### config.mk
export PLATFORM = sky130hd
export DESIGN_NAME = mem_access_unit
export DESIGN_NICKNAME = d
export VERILOG_FILES = /design/src/rtl/mem_access_unit.sv
export SDC_FILE = /design/constraint.sdc
export NUM_CORES = 1
export LEC_CHECK = 0
export BUFFER_PORTS_ARGS = -buffer_cell sky130_fd_sc_hd__buf_4
export CELL_PAD_IN_SITES_DETAIL_PLACEMENT = 0
export CELL_PAD_IN_SITES_GLOBAL_PLACEMENT = 1
export CORE_UTILIZATION = 35
export CTS_BUF_LIST = sky130_fd_sc_hd__clkbuf_16
export DETAILED_ROUTE_END_ITERATION = 8
export HOLD_SLACK_MARGIN = 0.1
export PLACE_DENSITY = 0.8
export SYNTH_ARGS = -nofsm -noshare
export SYNTH_HDL_FRONTEND = slang
export SYNTH_SLANG_ARGS = --single-unit
### constraint.sdc
create_clock -name clk -period 2.5 [get_ports clk]
set_input_delay 0.5 -clock clk [delete_from_list [all_inputs] [get_ports clk]]
set_output_delay 0.5 -clock clk [all_outputs]
set_load 0.02 [all_outputs]
### src/rtl/mem_access_unit.sv
// Purpose : initiator side of the CPU data-memory port; alignment check, loads, read-modify-write stores.
// Latency : misaligned C+1, load C+2, word store C+2, byte/half store C+3 (request accepted in cycle C).
// Backpress: req_ready high only in IDLE; requests seen while busy are ignored and must be held.
//
// Ports:
//   clk, rst                    clock and synchronous active-high reset
//   req_*                       request handshake (valid/ready), access type, address, store data
//   resp_valid/rdata/err        one-cycle response pulse; rdata/err hold until the next response
//   err_count                   saturating count of misaligned requests
//   mem_*                       combinational-read / whole-word-write data memory port
module mem_access_unit #(
  parameter int ADDR_W   = 9,
  parameter int ERRCNT_W = 8
) (
  input  logic                clk,
  input  logic                rst,
  input  logic                req_valid,
  output logic                req_ready,
  input  logic                req_store,
  input  logic                req_half,
  input  logic                req_byte,
  input  logic                req_uns,
  input  logic [ADDR_W-1:0]   req_addr,
  input  logic [31:0]         req_wdata,
  output logic                resp_valid,
  output logic [31:0]         resp_rdata,
  output logic                resp_err,
  output logic [ERRCNT_W-1:0] err_count,
  output logic [ADDR_W-1:0]   mem_addr,
  output logic                mem_we,
  output logic [31:0]         mem_wdata,
  output logic                mem_half,
  output logic                mem_byte,
  output logic                mem_uns,
  input  logic [31:0]         mem_rdata
);

  typedef enum logic [1:0] {IDLE, LOAD, MERGE, WRITE} state_t;

  state_t state, state_nxt;

  // Latched request. The store flag is carried by the state itself, and only
  // the low halfword of store data is needed after acceptance (word stores
  // go straight into wbuf).
  logic              lat_half;
  logic              lat_byte;
  logic              lat_uns;
  logic [ADDR_W-1:0] lat_addr;
  logic [15:0]       lat_wdata;
  logic [31:0]       wbuf;

  logic              misaligned;
  logic [31:0]       merged;

  // half has priority over byte; neither means word
  assign misaligned = req_half ? req_addr[0]
                               : (!req_byte && (req_addr[1:0] != 2'b00));

  // Big-endian lane replacement: byte 0 of a word is bits [31:24].
  always_comb begin
    merged = mem_rdata;
    if (lat_half) begin
      if (lat_addr[1]) merged[15:0]  = lat_wdata;
      else             merged[31:16] = lat_wdata;
    end else begin
      case (lat_addr[1:0])
        2'd0:    merged[31:24] = lat_wdata[7:0];
        2'd1:    merged[23:16] = lat_wdata[7:0];
        2'd2:    merged[15:8]  = lat_wdata[7:0];
        default: merged[7:0]   = lat_wdata[7:0];
      endcase
    end
  end

  always_comb begin
    state_nxt = state;
    req_ready = 1'b0;
    mem_addr  = '0;
    mem_half  = 1'b0;
    mem_byte  = 1'b0;
    mem_uns   = 1'b0;
    mem_wdata = '0;
    case (state)
      IDLE: begin
        req_ready = 1'b1;
        if (req_valid && !misaligned) begin
          if (!req_store)                state_nxt = LOAD;
          else if (req_half || req_byte) state_nxt = MERGE;
          else                           state_nxt = WRITE;
        end
      end
      LOAD: begin
        mem_addr  = lat_addr;
        mem_half  = lat_half;
        mem_byte  = lat_byte;
        mem_uns   = lat_uns;
        state_nxt = IDLE;
      end
      MERGE: begin
        // full-word read of the containing word (select controls left at 0)
        mem_addr  = {lat_addr[ADDR_W-1:2], 2'b00};
        state_nxt = WRITE;
      end
      default: begin // WRITE
        mem_addr  = {lat_addr[ADDR_W-1:2], 2'b00};
        mem_wdata = wbuf;
        state_nxt = IDLE;
      end
    endcase
  end

  // Gated by rst so a reset landing on a WRITE cycle never corrupts memory.
  assign mem_we = (state == WRITE) && !rst;

  always_ff @(posedge clk) begin
    if (rst) begin
      state      <= IDLE;
      lat_half   <= 1'b0;
      lat_byte   <= 1'b0;
      lat_uns    <= 1'b0;
      lat_addr   <= '0;
      lat_wdata  <= '0;
      wbuf       <= '0;
      resp_valid <= 1'b0;
      resp_rdata <= '0;
      resp_err   <= 1'b0;
      err_count  <= '0;
    end else begin
      state      <= state_nxt;
      resp_valid <= 1'b0;
      case (state)
        IDLE: begin
          if (req_valid) begin
            lat_half  <= req_half;
            lat_byte  <= req_byte;
            lat_uns   <= req_uns;
            lat_addr  <= req_addr;
            lat_wdata <= req_wdata[15:0];
            if (misaligned) begin
              resp_valid <= 1'b1;
              resp_err   <= 1'b1;
              resp_rdata <= '0;
              if (err_count != '1) err_count <= err_count + 1'b1;
            end else if (req_store && !req_half && !req_byte) begin
              wbuf <= req_wdata;
            end
          end
        end
        LOAD: begin
          resp_valid <= 1'b1;
          resp_err   <= 1'b0;
          resp_rdata <= mem_rdata;
        end
        MERGE: begin
          wbuf <= merged;
        end
        default: begin // WRITE
          resp_valid <= 1'b1;
          resp_err   <= 1'b0;
          resp_rdata <= '0;
        end
      endcase
    end
  end

endmodule

==> impl_results.md <==
- Initial DRC count: 430
- Average size of a mapped cell: 8.866 sq um
- Final setup fails: 0
- Register area share after synthesis: between 40% and 50%
- Critical Path Fanout Max: 39
- Die Ht: 122.0 um
- Net count, final: 792
- RSZ-0062 raised after global routing: false
- Total CTS buffers: 9
- Largest net degree at the start of global routing: 40
- Worst EP arrival: 1.74 ns
- Main area contributors after synthesis: dfxtp_1 (41%), a22o_1 (5.6%), a21oi_1 (5.5%)
- Crit start category: flop
- Vias in the first global route: 4581
- Util after Layout: between 40% and 50%
- Most common cell on crit path: buf_4
- CTS Sinks: 104
- Synth area leader: dfxtp_1
- Cell count after synthesis: 568
- Final ANT Viol Nets: 0
- Vias per cell: ~5.4
- Clk root buf: clkbuf_16
- Non-Filler Instances: ~900
- Total track usage: between 20 and 25%
- Max cap viols: 0
- Slew of the pin with the lowest slew margin: between 0.6 and 0.7 ns
- First-pass GRT wire length: 24.85 mm
- Fin Clk Skew: roughly 0.0028 ns
- Critical path's slowest cell: dfxtp_1
- Ys flop type: dfxtp_1
- Post-CTS Hold Buffers: 0
- HP Class: in2reg
- Initial core utilization: 36.14%
- DP Cell Count: 880
- Top-area cell type share of the netlist area: ~41%
- Most common cell in the netlist: dfxtp_1
- CTS clk-pin slew, worst paths: ~0.070 ns
- Flops & latches, synth: between 100 and 150
- Netlist area before placement: between 0.005 and 0.006 sq mm
- Post-Route WL: 16.14 mm
- Fmax: ~450 MHz
- First-pass DRT Iterations: 5
- Skew-Pair Late Insertion Delay: between 0.3 and 0.4 ns
- Post-Syn Nets: between 600 and 700
- Slew HR: ~56%
- Status: completed
- FFs w/ async S/R, synth: 0%
- Setup TNS Final: 0 ns
- Max Buffers Root-to-Sink: 2
- Ports: around 170
- Initial antenna violation count: 0
- Final Cycle Share: about 90%
- Post-CTS Setup Bufs: 0
- Critical-path cell list: buf_4 > and3_1 > buf_4
- DR vias: 4872
- Area growth syn-to-layout: 33.84%
- TritonCTS clock tree: built
- Delay of the slowest critical-path stage: 0.55 ns
- Final Critical Period: 2.240 ns
- Hpwl dp: between 10 and 15 mm
- Die ar.: 0.01487 sq mm
- Setup Crit Path Kind: reg2out
- LEAKAGE: between 3 and 4 nW
- Total global routing overflow: 0
- Pwr Total: approximately 4 mW
- Drt wl/cell: around 18 um
- Top cells by instance count after synthesis: dfxtp_1 (104), nand2_1 (72), a21oi_1 (55)
- VDD IR max: approximately 0.36 mV
- Crit. End Element: output port
- Layout cell share with drive strength beyond 1: around 30%
- Clock H-tree levels: 3
- FP Rows: 43
- Netlist cell types: about 50
- Placer Congestion: a little over 0.8
- Final-report max-slew violation count: 0
- Critical Path RT: 2.00 ns
- Final hold vios: 0
- Drt drc: 0
- # resized after CTS: 0
- Power per cell area: between 500 and 600 mW/mm^2
- Diodes inserted: 0
- Yosys Warn Count: 0
- Core footprint: ~0.014 sq mm
- Number of synthesized flops with an enable pin: 0
- Horiz. Die Dim: ~120 um
- # port buffers: 167
## final timing paths
kind              cells past startpoint        endpoint  slack [ns]          start
setup / recovery                      3   mem_wdata[16]        0.26       state[0]
hold / removal                        2  resp_rdata[31]        0.37  mem_rdata[31]
setup reg to reg                      5        wbuf[12]        0.41       state[1]
hold reg to reg                       2     lat_addr[5]        0.45    lat_addr[5]
## final cells by class
| cell class | instances | area [sq um] |
|---|---|---|
| tap | 180 | 225.2 |
| clock buffer | 9 | 225.2 |
| multi-input combinational | 410 | 2734 |
| sequential | 104 | 2082 |
| timing repair buffer | 183 | 1386 |
| inverter | 3 | 11.26 |
| fill | 1348 | 7194 |
| clock inverter | 6 | 76.32 |
## placed cells by master (no fill, tap or decap), types with 3 or more instances in the layout
cell / count
or3_1: 7
and2_1: 6
o211ai_1: 10
a211o_1: 6
a211oi_1: 8
clkbuf_16: 9
mux2_4: 5
o21ai_0: 26
a21oi_1: 55
nand2_1: 72
mux2i_1: 25
and3_1: 33
nor3_1: 11
nand2b_1: 8
mux2_2: 3
buf_4: 182
o21a_1: 8
nor2b_1: 35
inv_1: 4
a22o_1: 32
mux2_1: 17
or4_1: 4
nor2_1: 8
dfxtp_1: 104
## flip-flops by register name, indices dropped and copies added (netlist names), 2 cells and up
| name | cells |
|---|---|
| state | 2 |
| resp_rdata | 32 |
| err_count | 8 |
| lat_addr | 9 |
| wbuf | 32 |
| lat_wdata | 16 |
## per-stage QoR
stage | hold slack [ns] | instance area (sq um) | worst slack, ns
2_1_floorplan | 0.4312 | 5036 | 0.7183
3_3_place_gp | 0.4372 | 6439 | 0.5245
3_5_place_dp | 0.4420 | 6439 | 0.4503
4_1_cts | 0.3520 | 6740 | 0.2535
5_1_grt | 0.3571 | 6740 | 0.1850
6_report | 0.3651 | 6740 | 0.2601
## cell families after synthesis
family          synth area share [%]
mux                            10.93
fa+ha+maj                     0.2484
simple gates                   21.09
compound gates                 21.44
flops                          41.34
buf+inv                        4.944
## per-layer routing
metal | part of all wire (%) | global-route usage (%) | up-vias
met3 | 8.1 | 5.805 | 22
met4 | 2.0 | 7.099 | 0
met2 | 47 | 35.77 | 217
met1 | 43 | 27.81 | 2316
li1 | - | - | 2317
met5 | 0 | 0 | -
## where the power goes
group	internal [mW]	switching, mW
sequential	1.74	0.0609
combinational	0.292	0.368
clock	0.860	0.613
## worst max-delay path: cells and delay by family, from the launching register on
kind / cells / cell delay (ns)
DFF: 1 / 0.55
and+or+nand+nor: 1 / 0.26
buffers and inverters: 2 / 0.56
Note: power is estimated with default switching activity, not from simulation.
